**src/rtl/mac_accumulator.sv**
```systemverilog
// Frame accumulator: sums LEN products taken over a valid/ready handshake,
// then presents the total until it is accepted. Optional macro MAC_ACC_SAT_EN adds saturation and an overflow flag.
module mac_accumulator #(
   parameter int bw    = 4,
   parameter int LEN   = 4,
   parameter int ACC_W = 10,
   parameter int CNT_W = 2
) (
   input  logic              CLK,
   input  logic              RESET,
   input  logic              clear,
   input  logic              p_valid,
   output logic              p_ready,
   input  logic [2*bw-1:0]   product,
   output logic [ACC_W-1:0]  sum,
   output logic              sum_valid,
   input  logic              sum_ready,
   output logic [CNT_W-1:0]  cnt,
   output logic              ovf
);

   typedef enum logic {ACC, HOLD} state_t;

`ifdef MAC_ACC_SAT_EN
   localparam int ADD_W = ACC_W + 1;
`else
   localparam int ADD_W = ACC_W;
`endif

   state_t             r_state, w_state_nxt;
   logic [ACC_W-1:0]   r_sum, w_sum_nxt, w_acc_sum;
   logic [CNT_W-1:0]   r_cnt, w_cnt_nxt;
   logic               r_sum_valid, w_sv_nxt;
   logic               r_ovf, w_ovf_nxt, w_acc_ovf;
   logic [ADD_W-1:0]   w_add;
   logic               w_accept;

   assign p_ready   = (r_state == ACC);
   assign w_accept  = p_valid & p_ready;
   assign w_add     = ADD_W'(r_sum) + ADD_W'(product);

   // Sum after adding the current product, with or without saturation.
   always_comb begin
`ifdef MAC_ACC_SAT_EN
      if (w_add[ADD_W-1] || r_ovf) begin
         w_acc_sum = '1;
         w_acc_ovf = 1'b1;
      end else begin
         w_acc_sum = w_add[ACC_W-1:0];
         w_acc_ovf = 1'b0;
      end
`else
      w_acc_sum = w_add;
      w_acc_ovf = 1'b0;
`endif
   end

   always_comb begin
      w_state_nxt = r_state;
      w_sum_nxt   = r_sum;
      w_cnt_nxt   = r_cnt;
      w_sv_nxt    = r_sum_valid;
      w_ovf_nxt   = r_ovf;
      if (clear) begin
         w_state_nxt = ACC;
         w_sum_nxt   = '0;
         w_cnt_nxt   = '0;
         w_sv_nxt    = 1'b0;
         w_ovf_nxt   = 1'b0;
      end else begin
         case (r_state)
            ACC: begin
               if (w_accept) begin
                  w_sum_nxt = w_acc_sum;
                  w_ovf_nxt = w_acc_ovf;
                  if (r_cnt == CNT_W'(LEN - 1)) begin
                     w_cnt_nxt   = '0;
                     w_sv_nxt    = 1'b1;
                     w_state_nxt = HOLD;
                  end else begin
                     w_cnt_nxt = r_cnt + 1'b1;
                  end
               end
            end
            HOLD: begin
               if (sum_ready) begin
                  w_sum_nxt   = '0;
                  w_ovf_nxt   = 1'b0;
                  w_sv_nxt    = 1'b0;
                  w_state_nxt = ACC;
               end
            end
            default: w_state_nxt = ACC;
         endcase
      end
   end

   always_ff @(posedge CLK or posedge RESET) begin
      if (RESET) begin
         r_state     <= ACC;
         r_sum       <= '0;
         r_cnt       <= '0;
         r_sum_valid <= 1'b0;
         r_ovf       <= 1'b0;
      end else begin
         r_state     <= w_state_nxt;
         r_sum       <= w_sum_nxt;
         r_cnt       <= w_cnt_nxt;
         r_sum_valid <= w_sv_nxt;
         r_ovf       <= w_ovf_nxt;
      end
   end

   assign sum       = r_sum;
   assign cnt       = r_cnt;
   assign sum_valid = r_sum_valid;
   assign ovf       = r_ovf;

endmodule
```
**config.mk**
```make
export PLATFORM = sky130hd
export DESIGN_NAME = mac_accumulator
export DESIGN_NICKNAME = d
export VERILOG_FILES = /design/src/rtl/mac_accumulator.sv
export SDC_FILE = /design/constraint.sdc
export NUM_CORES = 1
export LEC_CHECK = 0
export BUFFER_PORTS_ARGS = -buffer_cell sky130_fd_sc_hd__buf_2
export CAP_MARGIN = 0
export CORE_MARGIN = 5
export CORE_UTILIZATION = 45
export CTS_CLUSTER_SIZE = 24
export DETAILED_ROUTE_END_ITERATION = 10
export HOLD_SLACK_MARGIN = 0.03
export PLACE_DENSITY = 0.72
export SETUP_SLACK_MARGIN = 0.1
export SYNTH_ARGS = -nofsm -noshare
export SYNTH_HDL_FRONTEND = slang
export SYNTH_SLANG_ARGS = --single-unit
```
**constraint.sdc**
```tcl
create_clock -name CLK -period 1.8 [get_ports CLK]
set_input_delay 0 -clock CLK [delete_from_list [all_inputs] [get_ports CLK]]
set_output_delay 0 -clock CLK [all_outputs]
set_load 0.005 [all_outputs]
```
==> results.sh <==
export IMPL_io_buffers=26
export IMPL_skew_ps=3.66
export IMPL_fp_dieH_microns=56.5
export IMPL_dr_first_iter_drc_count=14
export IMPL_syn_area_per_cell_sq_um=9.16
export IMPL_violations="negative setup slack"
export IMPL_critical_path_required_ps=1980
export IMPL_setup_violations=2
export IMPL_firstDrtPassIters=2
export IMPL_row_count=16
export IMPL_hold_class="input pin to flip-flop"
export IMPL_synth_edf_count=0
export IMPL_grt_use_total_pct=16.3
export IMPL_slew_headroom_pct=49.0
export IMPL_grt_pass1_vias=938
export IMPL_fin_nets=172
export IMPL_final_cells=175
export IMPL_synth_commonest_cells="dfrtp_1 (14), nor2_1 (14), nand2_1 (12), ha_1 (9), a21oi_1 (7)"
export IMPL_fmax_mhz=530
export IMPL_htree_levels=1
export IMPL_yosys_warnings=0
export IMPL_synth_area_sq_um=971
export IMPL_grt_max_degree=15
export IMPL_cts_root_buf="clkbuf_4"
export IMPL_cellPowerDensity_nw_per_um2=814
export IMPL_cp_max_fo=2
export IMPL_drive_gt1_share_pct=39.9
export IMPL_placed_cells=165
export IMPL_cts_tree="yes"
export IMPL_grt_first_pass_wirelength_microns=4070
export IMPL_cp_end_kind="flip-flop"
export IMPL_synth_seq_area_share_pct=36.1
export IMPL_p_leak_uw=0.000672
export IMPL_ctsLongestPathBuffers=2
export IMPL_synth_cells=106
export IMPL_rsz0062_at_grt="true"
export IMPL_io_pin_count=28
export IMPL_drc_errors=0
export IMPL_cts_made_buffers=3
export IMPL_clkSinkCount=14
export IMPL_status="finished, violations left"
export IMPL_synth_top_cell_by_area="dfrtp_1"
export IMPL_ys_ff_latch=14
export IMPL_synth_area_top_cells="dfrtp_1 (36%), ha_1 (12%), nor2_1 (5.4%)"
export IMPL_gp_congestion=0.863
export IMPL_wire_per_inst_microns=13.9
export IMPL_routed_wl_microns=2430
export IMPL_die_area_sq_um=3190
export IMPL_area_growth_pct=38.7
export IMPL_diodes=0
export IMPL_synthArstFlopShare_pct=100
export IMPL_finalCritPeriodShare_pct=105
export IMPL_fin_crit_ps=1890
export IMPL_core_area_sq_um=2000
export IMPL_vias=912
export IMPL_dp_hpwl_microns=1780
export IMPL_ys_flop_type="dfrtp_1"
export IMPL_critPathLaunchType="flip-flop"
export IMPL_synth_net_count=129
export IMPL_arrival_ps=2070
export IMPL_synth_distinct_cells=33
export IMPL_finalHoldViolations=0
export IMPL_slew_viol_final=0
export IMPL_worst_pin_slew_ps=763
export IMPL_design_area_sq_um=1350
export IMPL_routed_via_density=5.21
export IMPL_path_clk_slew_ps=90
export IMPL_crit_type="flip-flop to flip-flop"
export IMPL_initial_core_util_pct=48.5
export IMPL_die_w_microns=56.5
export IMPL_synth_top_cell_area_share_pct=36.1
export IMPL_antenna_found_initial=0
export IMPL_grt_overflow=0
export IMPL_ant_nets=0
export IMPL_clk_latency_ps=290
export IMPL_vdd_drop_max_v=0.000520
export IMPL_drv_cap=0
export IMPL_placed_cell_area_sq_um=1190
export IMPL_fin_ws_ps=-88.2
==> cells in the final DEF, fill, tap and decap left out, types with 2 or more instances in the layout <==
| cell | netlist | layout |
|---|---|---|
| a21o_1 | 3 | 3 |
| a21oi_1 | 7 | 4 |
| a21oi_2 | 0 | 3 |
| buf_2 | 1 | 26 |
| buf_4 | 1 | 11 |
| clkbuf_4 | 0 | 3 |
| dfrtp_1 | 14 | 14 |
| dlygate4sd3_1 | 0 | 4 |
| ha_1 | 9 | 5 |
| ha_2 | 0 | 2 |
| ha_4 | 0 | 2 |
| inv_1 | 6 | 5 |
| nand2_1 | 12 | 12 |
| nand2b_1 | 3 | 2 |
| nor2_1 | 14 | 14 |
| o21a_1 | 4 | 4 |
| o21ai_0 | 5 | 5 |
| o21ai_1 | 3 | 2 |
| xnor2_1 | 2 | 2 |
| xor2_1 | 3 | 3 |
==> critical path, stage by stage, from the launching register on <==
cell	delay, ps
dfrtp_1	390
ha_2	200
inv_2	50
fa_2	180
nand2b_4	120
a21oi_2	60
o21a_1	210
o41ai_2	230
mux2_1	350
==> worst paths after layout <==
kind                                          from                 end  slack, ps  depth (start not counted)
worst max-delay path            sum[0]$_DFFE_PP0P_  sum[8]$_DFFE_PP0P_        -90                          8
worst min-delay path                     sum_ready  sum[9]$_DFFE_PP0P_         80                          3
min in group asynchronous                    RESET  sum[7]$_DFFE_PP0P_        290                          3
max in group asynchronous                    RESET  sum[0]$_DFFE_PP0P_       1140                          3
worst max register to register  sum[0]$_DFFE_PP0P_  sum[8]$_DFFE_PP0P_        -90                          8
worst min register to register  sum[5]$_DFFE_PP0P_  sum[5]$_DFFE_PP0P_        510                          2
==> sequential cells by signal, summed over array words and instances (netlist names) <==
| name | cells |
|---|---|
| sum | 10 |
| cnt | 2 |
| r_state | 1 |
| sum_valid | 1 |
==> routing by layer <==
metal	track usage, %	share of wire [%]	up-vias
met4	9.15	2.3	0
li1	-	-	456
met5	0	0	-
met1	19.2	44	427
met3	3.21	5.6	5
met2	27.2	48	24
==> per-stage QoR <==
| stage | hold WS [ps] | setup WS, ps | power (uW) | util [%] | setup TNS (ps) |
|---|---|---|---|---|---|
| 3_5_place_dp | 85.7 | -94.7 | 790 | 59.7 | -101 |
| 3_3_place_gp | 84.4 | -33.5 | 777 | 59.7 | -33.5 |
| 6_report | 84.0 | -88.2 | 1100 | 67.3 | -155 |
| 5_1_grt | 99.3 | -166 | 1180 | 67.3 | -367 |
| 4_1_cts | 83.5 | -108 | 1070 | 65.1 | -127 |
| 2_1_floorplan | -111 | -73.1 | 648 | - | -73.1 |
==> final cells by class <==
| type | count | area, sq um |
|---|---|---|
| sequential | 14 | 350 |
| timing repair buffer | 41 | 253 |
| tap | 27 | 33.8 |
| clock buffer | 4 | 36.3 |
| fill | 182 | 656 |
| multi-input combinational | 83 | 651 |
| inverter | 6 | 22.5 |
==> where the power goes <==
part | switching, uW | leakage (uW) | internal (uW) | total, uW
registers | 32.9 | 0.000187 | 351 | 384
clock network | 116 | 0.0000210 | 123 | 239
logic | 231 | 0.000464 | 242 | 473
==> what timing repair did <==
item / in CTS / in global routing
endpoints found under the hold margin: 19 / 0
endpoints found under the setup margin: 4 / 9
hold buffers: 4 / 0
buffers inserted: 2 / 1
pin swaps: 9 / 9
gates resized for setup: 3 / 7
==> logic make-up (layout without fill, tap and decap cells) <==
kind of cell    after synthesis  in the layout  share of synthesized area (%)
compound gates               32             32                           23.8
simple gates                 33             33                           14.6
fa+ha+maj                    10             10                           13.7
xor+xnor                      5              5                           4.51
mux                           2              2                           2.19
flops                        14             14                           36.1
other cells                   1              1                          0.386
buf+inv                       9             51                           4.77
Power figures use the tool's default switching activity.
